===== config.mk =====
export PLATFORM = sky130hd
export DESIGN_NAME = note_scheduler
export DESIGN_NICKNAME = d
export VERILOG_FILES = /design/src/rtl/note_scheduler.sv
export SDC_FILE = /design/constraint.sdc
export NUM_CORES = 1
export LEC_CHECK = 0
export BUFFER_PORTS_ARGS = -buffer_cell sky130_fd_sc_hd__buf_2
export CAP_MARGIN = 25
export CORE_MARGIN = 3
export CORE_UTILIZATION = 30
export CTS_CLUSTER_SIZE = 14
export DETAILED_ROUTE_END_ITERATION = 7
export GPL_ROUTABILITY_DRIVEN = 0
export GPL_TIMING_DRIVEN = 0
export PLACE_DENSITY_LB_ADDON = 0.15
export SLEW_MARGIN = 20
export SYNTH_ARGS = -nofsm -noshare
export SYNTH_HDL_FRONTEND = slang
export SYNTH_SLANG_ARGS = --single-unit

===== constraint.sdc =====
create_clock -name clk_fpga -period 8.05 [get_ports clk_fpga]
set_clock_uncertainty 0.15 [all_clocks]
set_input_delay 1.61 -clock clk_fpga [delete_from_list [all_inputs] [get_ports clk_fpga]]
set_output_delay 1.61 -clock clk_fpga [all_outputs]
set_load 0.03 [all_outputs]

===== src/rtl/note_scheduler.sv =====
// note_scheduler: decides which of several held keys owns the single voice of the
// PWM tone generator. Keeps a last-note-priority stack of held scan codes, forces a
// short silence whenever the sounding note changes, and owns the saturating signed
// octave-shift register.
//
// Ports:
//   clk_fpga      in   system clock
//   rst           in   synchronous active-high reset
//   key_valid     in   strobe, key_code/key_break valid
//   key_code      in   [7:0] scan code of the event
//   key_break     in   1 = release, 0 = press
//   oct_up        in   strobe, raise octave
//   oct_dn        in   strobe, lower octave
//   data          out  [7:0] sounding scan code, 0 = none
//   note_active   out  gate to the tone generator
//   octave_shift  out  [3:0] signed octave shift
//   held_count    out  [3:0] number of held keys tracked
//
// Timing: events update the stack/octave state on edge N; the registered outputs
// follow on edge N+1.

module note_scheduler #(
    parameter int unsigned DEPTH      = 4,
    parameter int unsigned GAP_CYCLES = 500000,
    parameter int signed   OCT_MIN    = -2,
    parameter int signed   OCT_MAX    = 2,
    parameter int unsigned CODE_LO    = 2,
    parameter int unsigned CODE_HI    = 13
) (
    input  logic              clk_fpga,
    input  logic              rst,
    input  logic              key_valid,
    input  logic [7:0]        key_code,
    input  logic              key_break,
    input  logic              oct_up,
    input  logic              oct_dn,
    output logic [7:0]        data,
    output logic              note_active,
    output logic signed [3:0] octave_shift,
    output logic [3:0]        held_count
);

    localparam int unsigned GapW = (GAP_CYCLES > 0) ? $clog2(GAP_CYCLES + 1) : 1;
    localparam logic signed [3:0] OctMax = 4'(OCT_MAX);
    localparam logic signed [3:0] OctMin = 4'(OCT_MIN);

    // Stack state (stage 1)
    logic [7:0]        stack_q [DEPTH];
    logic [7:0]        stack_d [DEPTH];
    logic [3:0]        count_q, count_d;
    logic signed [3:0] oct_q, oct_d;

    // Output state (stage 2)
    logic [7:0]        data_q, data_d;
    logic              active_q, active_d;
    logic [GapW-1:0]   gap_q, gap_d;
    logic signed [3:0] octave_shift_q;
    logic [3:0]        held_q;

    logic       key_ok;
    logic       hit;
    int         hit_idx;
    int         rm_idx;
    logic       do_rm, do_push;
    logic [7:0] top;

    assign key_ok = key_valid && (key_code >= 8'(CODE_LO)) && (key_code <= 8'(CODE_HI));

    // Stack next state: an optional removal (compacting entries above it) followed by
    // an optional push on top. Moving a held code to the top is remove + push.
    always_comb begin
        stack_d = stack_q;
        count_d = count_q;
        hit     = 1'b0;
        hit_idx = 0;
        rm_idx  = 0;
        do_rm   = 1'b0;
        do_push = 1'b0;

        for (int i = 0; i < int'(DEPTH); i++) begin
            if (i < int'(count_q) && stack_q[i] == key_code) begin
                hit     = 1'b1;
                hit_idx = i;
            end
        end

        if (key_ok) begin
            if (!key_break) begin
                if (!hit) begin
                    // Full stack: the oldest entry (bottom) is dropped to make room.
                    if (count_q == 4'(DEPTH)) begin
                        do_rm  = 1'b1;
                        rm_idx = 0;
                    end
                    do_push = 1'b1;
                end else if (hit_idx != int'(count_q) - 1) begin
                    do_rm   = 1'b1;
                    rm_idx  = hit_idx;
                    do_push = 1'b1;
                end
            end else if (hit) begin
                do_rm  = 1'b1;
                rm_idx = hit_idx;
            end
        end

        if (do_rm) begin
            for (int i = 0; i < int'(DEPTH) - 1; i++) begin
                if (i >= rm_idx) begin
                    stack_d[i] = stack_q[i + 1];
                end
            end
            stack_d[DEPTH-1] = '0;
            count_d = count_q - 4'd1;
        end

        if (do_push) begin
            for (int i = 0; i < int'(DEPTH); i++) begin
                if (i == int'(count_d)) begin
                    stack_d[i] = key_code;
                end
            end
            count_d = count_d + 4'd1;
        end
    end

    always_comb begin
        oct_d = oct_q;
        if (oct_up && !oct_dn && oct_q < OctMax) begin
            oct_d = oct_q + 4'sd1;
        end else if (oct_dn && !oct_up && oct_q > OctMin) begin
            oct_d = oct_q - 4'sd1;
        end
    end

    always_comb begin
        top = '0;
        for (int i = 0; i < int'(DEPTH); i++) begin
            if (i == int'(count_q) - 1) begin
                top = stack_q[i];
            end
        end
    end

    // Gate control. data_q == 0 means nothing was sounding, so a new note starts
    // without a gap. A different top over a sounding note (re)loads the gap counter.
    always_comb begin
        data_d   = data_q;
        active_d = active_q;
        gap_d    = gap_q;
        if (count_q == '0) begin
            data_d   = '0;
            active_d = 1'b0;
            gap_d    = '0;
        end else if (data_q == '0) begin
            data_d   = top;
            active_d = 1'b1;
            gap_d    = '0;
        end else if (top != data_q) begin
            data_d = top;
            if (GAP_CYCLES > 0) begin
                gap_d    = GapW'(GAP_CYCLES);
                active_d = 1'b0;
            end else begin
                active_d = 1'b1;
            end
        end else if (gap_q != '0) begin
            gap_d    = gap_q - 1'b1;
            active_d = (gap_q == GapW'(1));
        end else begin
            active_d = 1'b1;
        end
    end

    always_ff @(posedge clk_fpga) begin
        if (rst) begin
            for (int i = 0; i < int'(DEPTH); i++) begin
                stack_q[i] <= '0;
            end
            count_q        <= '0;
            oct_q          <= '0;
            data_q         <= '0;
            active_q       <= 1'b0;
            gap_q          <= '0;
            octave_shift_q <= '0;
            held_q         <= '0;
        end else begin
            stack_q        <= stack_d;
            count_q        <= count_d;
            oct_q          <= oct_d;
            data_q         <= data_d;
            active_q       <= active_d;
            gap_q          <= gap_d;
            octave_shift_q <= oct_q;
            held_q         <= count_q;
        end
    end

    assign data         = data_q;
    assign note_active  = active_q;
    assign octave_shift = octave_shift_q;
    assign held_count   = held_q;

endmodule

## Yosys cells after proc, flatten, opt, wreduce, memory -nomap -nowiden

Index checks and enable logic that the tools add are counted.

- Input port bits: 14
- Flip-flop bits (word level): 76
- Logic and storage cells: 111
- Output and inout port bits: 17

- Reduce and logical (&&, ||, !) cells: 23
- Order comparisons: 11
- Eq/ne operators: 14
- Muxes and demuxes: 45
- Add/subtract/negate cells: 6

Operator list:

| kind | count |
|---|---|
| 2-to-1 mux 32 bit | 9 |
| 2-to-1 mux 8 bit | 13 |
| 2-to-1 mux 19 bit | 2 |
| == test 8 bit | 4 |
| greater-or-equal comparator 1 x 32 -> 1 bit (first input constant) | 1 |
| greater-or-equal comparator 2 x 32 -> 1 bit (first input constant) | 1 |
| greater-or-equal comparator 3 x 32 -> 1 bit (first input constant) | 1 |
| logical NOT 32 bit | 1 |
| inequality test 32 x 5 -> 1 bit | 1 |
| == test 19 x 1 -> 1 bit (second input constant) | 1 |
| nonzero test 19 bit | 1 |
| subtractor 19 x 1 -> 19 bit (second input constant) | 1 |
| 2-to-1 mux 1 bit | 17 |
| 2-to-1 mux 4 bit | 4 |
| == test 3 x 5 -> 1 bit (first input constant) | 2 |
| logical AND 1 bit | 10 |
| == test 3 x 4 -> 1 bit (first input constant) | 2 |
| greater-or-equal comparator 8 x 2 -> 1 bit (second input constant) | 1 |
| <= comparator 8 x 4 -> 1 bit (second input constant) | 1 |
| logical NOT 4 bit | 2 |
| logical NOT 8 bit | 1 |
| < comparator 1 x 4 -> 1 bit (first input constant) | 2 |
| < comparator 2 x 4 -> 1 bit (first input constant) | 2 |
| inequality test 8 bit | 1 |
| 15 further kinds | 18 |

## Longest topological paths before layout

Gate-level depths: netlist (run 1).

- Word-level depth: 15
- Gate-level depth with buffers: 14
- Mapped depth without buffers: 12

## Worst setup path after synthesis (run 1)

No wires, ideal clock.

- Kind: input to register
- Start: in key_code[2]
- End: reg stack_q[25] (netlist bit)
- Setup time: 0.072 ns
- Setup slack: 3.737 ns
- Path buffers: 3
- Data arrival time: 4.092 ns
- Data required time: 7.828 ns
- Stages: 13
- Cell sequence: buf_6 -> xnor2_1 -> nand3_1 -> nor4_4 -> nor3b_1 -> o31a_1 -> a21o_1 -> buf_6 -> a221o_1 -> a21oi_4 -> o21a_1 -> buf_6 -> mux2i_1

- Word-level cells in the longest chain between the ends: 15
- Elaborated cells between the ends (all ways): 40
- Classes of those cells: order compare (3); eq/ne (5); mux (25); reduce/logical (7)

Ends and longest elaborated chain:

| element | RTL line | text |
|---|---|---|
| start: declaration | 33 | `input logic [7:0] key_code,` |
| == test 8 bit | 81 | `if (i < int'(count_q) && stack_q[i] == key_code) begin` |
| logical AND 1 bit | 81 |  |
| 2-to-1 mux 1 bit | 81 |  |
| 2-to-1 mux 32 bit (2 in series) | 81 |  |
| inequality test 32 x 5 -> 1 bit | 96 | `end else if (hit_idx != int'(count_q) - 1) begin` |
| 2-to-1 mux 32 bit | 96 |  |
| 2-to-1 mux 32 bit | 89 | `if (!hit) begin` |
| 2-to-1 mux 32 bit | 88 | `if (!key_break) begin` |
| 2-to-1 mux 32 bit | 87 | `if (key_ok) begin` |
| greater-or-equal comparator 1 x 32 -> 1 bit | 109 | `if (i >= rm_idx) begin` |
| 2-to-1 mux 8 bit | 109 |  |
| 2-to-1 mux 32 bit | 107 | `if (do_rm) begin` |
| 2-to-1 mux 8 bit | 119 | `if (i == int'(count_d)) begin` |
| 2-to-1 mux 32 bit * | 117 | `if (do_push) begin` |
| end signal: assignment | 188 | `stack_q <= stack_d;` |
| end: declaration | 48 | `logic [7:0] stack_q [DEPTH];` |

Mark *: on every way between the ends. The rest lies on a longest branch, timed or not.
A chain may end at the register's enable or synchronous reset.

## Worst setup path in the final report (run 1)

- Start: in key_code[1]
- End: reg stack_q[18] (netlist bit)

- Word-level cells in the longest chain between the ends: 15
- Elaborated cells between the ends (all ways): 40
- Classes of those cells: order compare (3); eq/ne (6); mux (25); reduce/logical (6)

Ends and longest elaborated chain:

| element | RTL line |
|---|---|
| == test 8 bit | 81 |
| logical AND 1 bit | 81 |
| 2-to-1 mux 1 bit | 81 |
| 2-to-1 mux 32 bit (2 in series) | 81 |
| inequality test 32 x 5 -> 1 bit | 96 |
| 2-to-1 mux 32 bit | 96 |
| 2-to-1 mux 32 bit | 89 |
| 2-to-1 mux 32 bit | 88 |
| 2-to-1 mux 32 bit | 87 |
| greater-or-equal comparator 2 x 32 -> 1 bit | 109 |
| 2-to-1 mux 8 bit | 109 |
| 2-to-1 mux 32 bit | 107 |
| 2-to-1 mux 8 bit | 119 |
| 2-to-1 mux 32 bit * | 117 |

Marks and branches as above.

==> flow_metrics.py, run 1 <==
metrics = {
    "layout": {
        "final_cells": 744,
        "multiInputGateArea_um2": 2711,
        "postLayoutCoreUtil": 0.3606,
        "final-seq-area_um2": 1521,
        "diodes": 0,
        "synthToLayoutAreaGrowth_pct": 14.81,
        "layout.nets": 584,
        "drive_gt1_frac": 0.1241,
        "fillCellCount": 1507,
    },
    "timing": {
        "rsz0062_at_grt": "no",
        "finalHoldViolCount": 0,
        "fin_crit_sh": 0.5838,
        "fin_crit_ns": 4.700,
        "timing.hold.ws_ns": 0.3404,
        "final.setup.worst_slack_ns": 3.350,
        "fin_tns_setup_ns": 0,
        "relSlewSlack": 0.4397,
        "tightest_slew_ns": 0.8288,
        "slew_viol_final": 0,
        "finalSetupViolations": 0,
        "max_freq_ghz": 0.2128,
    },
    "synthesis": {
        "synth_top_area_frac": 0.3410,
        "async_flop_share": 0,
        "synthCells": 527,
        "syn_area_um2": 4462,
        "synth_edf_count": 0,
        "ys_ff_latch": 76,
        "avgSynthCellArea_um2": 8.466,
        "synth-seq-area-share": 0.3410,
        "synth_area_leaders": "dfxtp_1 34%, xnor2_1 6.3%, mux2i_1 5.6%",
        "synthFlopType": "dfxtp_1",
        "yosysUniqueCellTypes": 58,
        "syn_nets": 552,
        "synth-warning-count": 0,
        "yosysTopAreaCell": "dfxtp_1",
    },
    "route": {
        "drt_first_pass_iters": 5,
        "viasPerCell": 5.249,
        "num_vias": 3905,
        "post-route-drc-count": 0,
        "first_iter_violations": 234,
        "antenna_left": 0,
        "avgRoutedWirePerCell_um": 17.19,
        "routed_wl_mm": 12.79,
    },
    "cts": {
        "clk_pin_slew_worst_paths_ns": 0.06,
        "numCtsBuffers": 9,
        "clockBufferDepth": 2,
        "cts_resized": 0,
        "cts_tree": "built",
        "cts_hold_buf": 0,
        "clk_latency_ns": 0.34,
        "cts_sinks": 76,
        "htree_levels": 3,
        "cts_setup_buffers": 0,
        "root_buffer": "clkbuf_16",
    },
    "critical_path": {
        "cp.required_ns": 8.10,
        "path_cells": "buf_2, xor2_1, nor4_1, and3_1, nor3_1, o31a_1, a21o_1, buf_6, a221oi_1, buf_2, nor2b_1, a221oi_1, a211oi_1",
        "regToRegStartpoint": "count_q[0]$_SDFF_PP0_",
        "crit_start": "key_code[1]",
        "path_buf_inv": 3,
        "critPathMaxFanout": 10,
        "worstSetupStartpointType": "input port",
        "cp_slowest_cell": "a221oi_1",
        "crit_arrival_ns": 4.75,
        "path_delay_family": "compound AO/OA/AOI/OAI gates",
        "crit_type": "in -> reg",
        "cpPeakStageDelay_ns": 0.50,
        "end_kind": "flop",
    },
    "place": {
        "port_buffers": 21,
        "dp_cells": 728,
        "place_hpwl_mm": 9.677,
        "dp_slack_ns": 3.132,
    },
    "job": {
        "max_cap_viol_count": 0,
    },
    "grt": {
        "grt_pass1_wl_mm": 21.02,
        "grt_max_degree": 16,
        "antenna_found_initial": 0,
        "grt_pass1_vias": 3807,
        "track_usage": 0.1642,
        "overflow": 0,
    },
    "run_status": {
        "status": "finished clean",
    },
    "die": {
        "die_w_um": 128.0,
        "start_util": 0.3141,
        "core_um2": 14200,
        "die_y_um": 128.0,
        "die_area_um2": 16370,
        "ios": 31,
        "num_rows": 43,
    },
    "power_and_ir_drop": {
        "power.density_nw_per_um2": 185.8,
        "p_leak_uw": 0.002008,
        "peakVddDrop_mv": 0.1112,
    },
    "hold_path": {
        "hold_path_class": "reg -> reg",
        "min_from": "gap_q[18]$_SDFFE_PP0P_",
    },
}
[metrics by stage]
step | area (um^2) | power, uW
6_report | 5122 | 951.9
5_1_grt | 5122 | 996.3
4_1_cts | 5122 | 964.7
3_5_place_dp | 4792 | 510.1
3_3_place_gp | 4792 | 508.3
2_1_floorplan | 4462 | 485.2
[worst reg2reg max path: stages (launching register included)]
cell and delay [ns]:
dfxtp_1 0.53, clkinv_1 0.40, ha_1 0.41, o21bai_1 0.20, o21a_1 0.21, o21a_1 0.26
nor2_1 0.54, o21ai_0 0.34, a221oi_1 0.53, buf_2 0.37, nor2b_1 0.08, a221oi_1 0.28
a211oi_1 0.08
[sequential cells by signal, summed over array words and instances, names as in the netlist]
| signal | flops |
|---|---|
| note_active | 1 |
| stack_q | 32 |
| count_q | 4 |
| held_count | 4 |
| data | 8 |
| octave_shift | 4 |
| gap_q | 19 |
| oct_q | 4 |
[layout by cell type (no fill, tap or decap), drive strengths merged, types with 5 or more instances in the layout]
cell type  synthesis  routed
nand2b             5       5
a21o               5       5
a211oi             8       8
ha                10      10
a221oi            10      10
clkbuf            10      19
nor4              11      11
inv               16      19
mux2i             25      25
o21a               6       6
xor2              25      25
nand2             39      39
a21oi             26      26
o21ai             12      12
nor2b             12      12
mux2               9       9
nor3              31      31
or3                5       5
nor2              62      62
dfxtp             76      76
xnor2             32      32
and2               9       9
buf               18      39
and3               5       5
nand3             12      12
[final timing paths]
path	endpoint	slack, ns	cells after the start
setup / recovery	stack_q[18]$_SDFF_PP0_	3.35	13
hold / removal	gap_q[18]$_SDFFE_PP0P_	0.34	2
setup reg to reg	stack_q[18]$_SDFF_PP0_	3.54	12
hold reg to reg	gap_q[18]$_SDFFE_PP0P_	0.34	2
[logic make-up after synthesis]
| family | after synthesis | synth area share |
|---|---|---|
| muxes | 34 | 0.07880 |
| adders and majority gates | 11 | 0.03253 |
| AOI/OAI and AO/OA | 95 | 0.1551 |
| xor gates and xnor gates | 57 | 0.1119 |
| DFF | 76 | 0.3410 |
| buffers and inverters | 47 | 0.05132 |
| and+or+nand+nor | 207 | 0.2294 |
[Yosys cell counts (3+ instances only)]
cell       n
mux2_2     9
nor2_1    62
nand4_1    4
ha_1      10
xor2_1    25
o21ai_0    9
clkbuf_1  10
nand3_1   12
dfxtp_1   76
nor3_1    31
a221oi_1  10
a221o_1    4
a311oi_1   3
a21o_1     4
o21a_1     6
mux2i_1   25
nand2_1   39
nor4_1    10
nand2b_1   5
o31a_1     4
nor4b_1    3
buf_2     12
and3_1     5
or3_1      5
xnor2_1   32
a211oi_1   7
a21oi_1   25
buf_6      5
inv_1     16
o22ai_1    3
clkinv_1   3
or4_1      3
nor2b_1   12
and2_1     8
[area by class of cell]
class	instances	share of cell area
tap	180	0.04397
buffer	28	0.03078
timing repair buffer	21	0.02052
inverter	19	0.01392
multi-input combinational	404	0.5293
clock inverter	7	0.02052
sequential	76	0.2970
clock buffer	9	0.04397
[power by group]
part	internal [uW]	leakage (uW)	total (uW)	switching [uW]
registers	389	0.000613	402	13.4
clock network	276	0.000159	451	175
logic	42.3	0.00124	98.5	56.2
total	707	0.00201	952	244
[routing by layer]
metal,share of wire,GRT usage
met1,0.49,0.2321
met2,0.44,0.2498
met3,0.055,0.03208
met4,0.015,0.05556
met5,0,0
No activity file was read; power rests on OpenSTA's default activity.
==> run 2, diff against run 1 <==
==> constraint.sdc (replaced) <==
create_clock -name clk_fpga -period 3.9 [get_ports clk_fpga]
set_clock_uncertainty 0.15 [all_clocks]
set_input_delay 0.78 -clock clk_fpga [delete_from_list [all_inputs] [get_ports clk_fpga]]
set_output_delay 0.78 -clock clk_fpga [all_outputs]
set_load 0.03 [all_outputs]
==> flow_metrics.py, run 2 (synthesized netlist as in run 1, its figures left out) <==
metrics = {
    "timing": {
        "finalHoldViolCount": 0,
        "tightest_slew_ns": 0.8286,
        "relSlewSlack": 0.4398,
        "fin_crit_sh": 0.9534,
        "finalSetupViolations": 0,
        "rsz0062_at_grt": "no",
        "max_freq_ghz": 0.2689,
        "fin_crit_ns": 3.718,
        "slew_viol_final": 0,
    },
    "die": {
        "die_w_um": 128.0,
        "ios": 31,
        "die_area_um2": 16370,
        "core_um2": 14200,
        "num_rows": 43,
        "die_y_um": 128.0,
        "start_util": 0.3141,
    },
    "grt": {
        "track_usage": 0.1641,
        "overflow": 0,
        "grt_max_degree": 16,
        "grt_pass1_wl_mm": 20.99,
        "antenna_found_initial": 0,
        "grt_pass1_vias": 3809,
    },
    "power_and_ir_drop": {
        "power.density_nw_per_um2": 381.5,
        "total_power_uw": 1970,
        "peakVddDrop_mv": 0.2300,
        "p_leak_uw": 0.002020,
    },
    "layout": {
        "largest_register": "stack_q",
        "mostFrequentLayoutCell": "dfxtp_1",
        "most-common-layout-cells": "74 x dfxtp_1, 61 x nor2_1, 39 x nand2_1, 32 x buf_2, 32 x xnor2_1",
        "largest_register_ffs": 32,
        "synthToLayoutAreaGrowth_pct": 15.73,
        "layout.nets": 583,
        "final_cells": 743,
        "drive_gt1_frac": 0.1456,
        "diodes": 0,
        "postLayoutCoreUtil": 0.3635,
    },
    "cts": {
        "cts_sinks": 76,
        "numCtsBuffers": 9,
        "htree_levels": 3,
        "clk_pin_slew_worst_paths_ns": 0.06,
        "cts_resized": 7,
        "cts_hold_buf": 0,
        "clockBufferDepth": 2,
        "clk_latency_ns": 0.35,
        "cts_tree": "built",
        "cts_setup_buffers": 0,
        "root_buffer": "clkbuf_16",
    },
    "critical_path": {
        "worstSetupStartpointType": "input port",
        "critPathMaxFanout": 10,
        "end_kind": "flop",
        "crit_type": "in -> reg",
        "cpPeakStageDelay_ns": 0.40,
        "crit_arrival_ns": 3.80,
        "path_cells": "buf_2, xor2_1, nor4_1, and3_1, nor3_1, o31a_1, a21o_1, buf_6, a221o_1, a21oi_4, a311oi_1, and2_1",
        "cp.required_ns": 3.99,
        "cp_slowest_cell": "nor4_1",
    },
    "hold_path": {
        "hold_path_class": "reg -> reg",
    },
    "route": {
        "antenna_left": 0,
        "drt_first_pass_iters": 5,
        "routed_wl_mm": 12.87,
        "viasPerCell": 5.241,
        "num_vias": 3894,
        "avgRoutedWirePerCell_um": 17.32,
        "first_iter_violations": 241,
        "post-route-drc-count": 0,
    },
    "place": {
        "place_hpwl_mm": 9.677,
        "port_buffers": 21,
        "dp_cells": 728,
    },
    "job": {
        "max_cap_viol_count": 0,
    },
    "run_status": {
        "status": "finished clean",
    },
}
run 2: worst paths after layout:
check | from | endpoint | slack [ns] | cells past startpoint
max | key_code[1] | stack_q[5]$_SDFF_PP0_ | 0.18 | 12
min | gap_q[18]$_SDFFE_PP0P_ | gap_q[18]$_SDFFE_PP0P_ | 0.34 | 2
max reg2reg | count_q[1]$_SDFF_PP0_ | gap_q[3]$_SDFFE_PP0N_ | 0.20 | 12
min reg2reg | gap_q[18]$_SDFFE_PP0P_ | gap_q[18]$_SDFFE_PP0P_ | 0.34 | 2
run 2: worst max-delay path, delay by kind of cell:
family / cells / cell delay [ns]
AO/OA/AOI/OAI: 5 / 1.46
XOR/XNOR: 1 / 0.18
buffers and inverters: 2 / 0.31
AND/OR/NAND/NOR: 4 / 1.08
run 2: final cells by class:
cell class,count,area (um^2)
timing repair buffer,21,105.1
multi-input combinational,404,2749
tap,180,225.2
clock inverter,7,105.1
inverter,19,72.57
fill,1501,9040
clock buffer,9,225.2
sequential,76,1524
buffer,27,157.7
run 2: through the flow:
stage               TNS (ns)  hold slack [ns]  setup slack, ns  cell area (um^2)
floorplan                  0           0.3041           0.4167              4462
global placement      -11.94           0.3164          -0.5421              4792
detailed placement    -11.92           0.3280          -0.5360              4792
CTS                        0           0.3373         0.009770              5147
global route               0           0.3705          0.01450              5164
finish                     0           0.3405           0.1818              5164
run 2: where the power goes:
| part | internal, uW | switching [uW] |
|---|---|---|
| clock | 571 | 365 |
| combinational | 87.5 | 116 |
| sequential | 802 | 27.7 |
run 2: per-layer routing:
metal,wire [um],GRT usage,share of wire,up-vias
li1,-,-,-,1920
met1,6326,0.2321,0.49,1863
met2,5671,0.2495,0.44,94
met3,653,0.03208,0.051,17
met4,219,0.05556,0.017,0
met5,0,0,0,-
==> run 3, diff against run 2 <==
--- a/config.mk
+++ b/config.mk
@@ -7,7 +7,6 @@
 export LEC_CHECK = 0
 export BUFFER_PORTS_ARGS = -buffer_cell sky130_fd_sc_hd__buf_2
 export CAP_MARGIN = 25
-export CORE_MARGIN = 3
 export CORE_UTILIZATION = 30
 export CTS_CLUSTER_SIZE = 14
 export DETAILED_ROUTE_END_ITERATION = 7
==> flow_metrics.py, run 3 (synthesized netlist as in run 1, its figures left out) <==
metrics = {
    "power_and_ir_drop": {
        "p_leak_uw": 0.001986,
        "power.density_nw_per_um2": 356.4,
        "peakVddDrop_mv": 0.2209,
    },
    "timing": {
        "finalHoldViolCount": 0,
        "fin_crit_ns": 3.702,
        "max_freq_ghz": 0.2701,
        "slew_viol_final": 0,
        "relSlewSlack": 0.5334,
        "final.setup.worst_slack_ns": 0.1982,
        "rsz0062_at_grt": "no",
        "tightest_slew_ns": 0.6902,
        "fin_crit_sh": 0.9492,
        "finalSetupViolations": 0,
    },
    "route": {
        "routed_wl_mm": 12.69,
        "first_iter_violations": 243,
        "post-route-drc-count": 0,
        "drt_first_pass_iters": 5,
        "viasPerCell": 5.184,
        "antenna_left": 0,
        "avgRoutedWirePerCell_um": 17.01,
        "num_vias": 3867,
    },
    "critical_path": {
        "critPathMaxFanout": 10,
        "reg2reg_to": "gap_q[4]$_SDFFE_PP0N_",
        "worstSetupStartpointType": "flop",
        "crit_type": "reg -> reg",
        "crit_start": "count_q[1]$_SDFF_PP0_",
        "path_cells": "inv_2, ha_1, nor3b_2, o21a_1, a221oi_1, nor3_2, mux2_2, a211oi_1, nand4_1, or3_1, clkbuf_2, nor2_1",
        "cp_slowest_cell": "or3_1",
        "end_kind": "flop",
        "cp.required_ns": 4.04,
        "cpPeakStageDelay_ns": 0.43,
        "crit_arrival_ns": 3.84,
        "regToRegStartpoint": "count_q[1]$_SDFF_PP0_",
        "r2r_slack_ns": 0.20,
        "crit_end": "gap_q[4]$_SDFFE_PP0N_",
        "rr_worst_depth": 12,
    },
    "layout": {
        "synthToLayoutAreaGrowth_pct": 14.53,
        "most-common-layout-cells": "74 x dfxtp_1, 61 x nor2_1, 39 x nand2_1, 33 x buf_2, 32 x xnor2_1",
        "largest_register_ffs": 32,
        "largest_register": "stack_q",
        "layout.nets": 582,
        "final_cells": 746,
        "fillCellCount": 1572,
        "mostFrequentLayoutCell": "dfxtp_1",
        "diodes": 0,
        "multiInputGateArea_um2": 2741,
        "fin_area_um2": 5110,
        "final-seq-area_um2": 1524,
        "drive_gt1_frac": 0.1441,
    },
    "cts": {
        "numCtsBuffers": 9,
        "clockBufferDepth": 2,
        "clk_latency_ns": 0.34,
        "cts_hold_buf": 0,
        "root_buffer": "clkbuf_16",
        "clk_pin_slew_worst_paths_ns": 0.06,
        "cts_sinks": 76,
        "htree_levels": 3,
        "cts_tree": "built",
    },
    "die": {
        "ios": 31,
        "core_um2": 14530,
        "start_util": 0.3070,
        "die_w_um": 124.0,
        "num_rows": 44,
        "die_area_um2": 15360,
        "die_y_um": 124.0,
    },
    "grt": {
        "overflow": 0,
        "grt_pass1_wl_mm": 20.04,
        "antenna_found_initial": 0,
        "track_usage": 0.1766,
        "grt_pass1_vias": 3653,
        "grt_max_degree": 15,
    },
    "place": {
        "place_hpwl_mm": 9.587,
        "dp_slack_ns": -0.6118,
        "port_buffers": 21,
        "dp_cells": 732,
        "post_dp_cell_area_um2": 4797,
    },
    "run_status": {
        "status": "finished clean",
    },
    "job": {
        "max_cap_viol_count": 0,
    },
    "hold_path": {
        "hold_path_class": "reg -> reg",
    },
}
==> run 3: cell types whose count changed in the layout (fill, tap and decap cells not counted), sizes merged <==
cell / previous run / this run
clkinvlp: 1 / 4
clkbuf: 19 / 18
bufinv: 2 / 0
buf: 38 / 39
inv: 19 / 17
==> run 3: final cells by class <==
| cell class | count | share of cell area |
|---|---|---|
| multi-input cells | 404 | 0.5365 |
| flip-flops and latches | 76 | 0.2982 |
| well taps | 184 | 0.04505 |
| clock buffers | 10 | 0.04481 |
| plain buffers | 26 | 0.02963 |
| repair buffers | 21 | 0.02057 |
| inverters | 19 | 0.01567 |
| clock inverters | 6 | 0.009549 |
==> run 3: power breakdown <==
| part | switching, uW | internal, uW | leakage [uW] | total (uW) |
|---|---|---|---|---|
| logic | 116 | 87.2 | 0.00125 | 204 |
| registers | 27.2 | 802 | 0.000614 | 830 |
| clock network | 353 | 435 | 0.000125 | 788 |
==> run 3: what timing repair did <==
item                       4_1_cts  5_1_grt
pin swaps                        0        0
buffers inserted                 0        0
setup endpoints to repair       41       24
gates resized for setup          8        7
==> run 3: through the flow <==
step                  util  hold WS, ns  TNS (ns)  total power (uW)
floorplan                -       0.3041         0              1001
global placement    0.3301       0.3166    -10.84              1048
detailed placement  0.3301       0.3352    -12.49              1053
CTS                 0.3510       0.3448         0              1848
global route        0.3516       0.3635         0              1906
finish              0.3516       0.3365         0              1821
==> run 3: critical path: cells and delay by family (launching register included) <==
kind                       cells  cell delay, ns
buffers and inverters          2            0.38
adders and majority gates      1            0.26
DFF                            1            0.39
muxes                          1            0.37
AOI/OAI and AO/OA              3            0.76
and+or+nand+nor                5            1.32
==> run 3: metal layers <==
layer	routed length, um	up-vias	track usage
li1	-	1922	-
met1	6489	1836	0.2536
met2	5488	95	0.2597
met3	518	14	0.03114
met4	191	0	0.06845
met5	0	-	0
==> run 3: worst min-delay path by stage <==
stage,startpoint,to,depth (start not counted)
3_3_place_gp,gap_q[18]$_SDFFE_PP0P_,gap_q[18]$_SDFFE_PP0P_,2
6_report,gap_q[18]$_SDFFE_PP0P_,gap_q[18]$_SDFFE_PP0P_,2
3_5_place_dp,gap_q[18]$_SDFFE_PP0P_,gap_q[18]$_SDFFE_PP0P_,2
2_1_floorplan,gap_q[18]$_SDFFE_PP0P_,gap_q[18]$_SDFFE_PP0P_,2
5_1_grt,gap_q[18]$_SDFFE_PP0P_,gap_q[18]$_SDFFE_PP0P_,2
4_1_cts,gap_q[18]$_SDFFE_PP0P_,gap_q[18]$_SDFFE_PP0P_,2
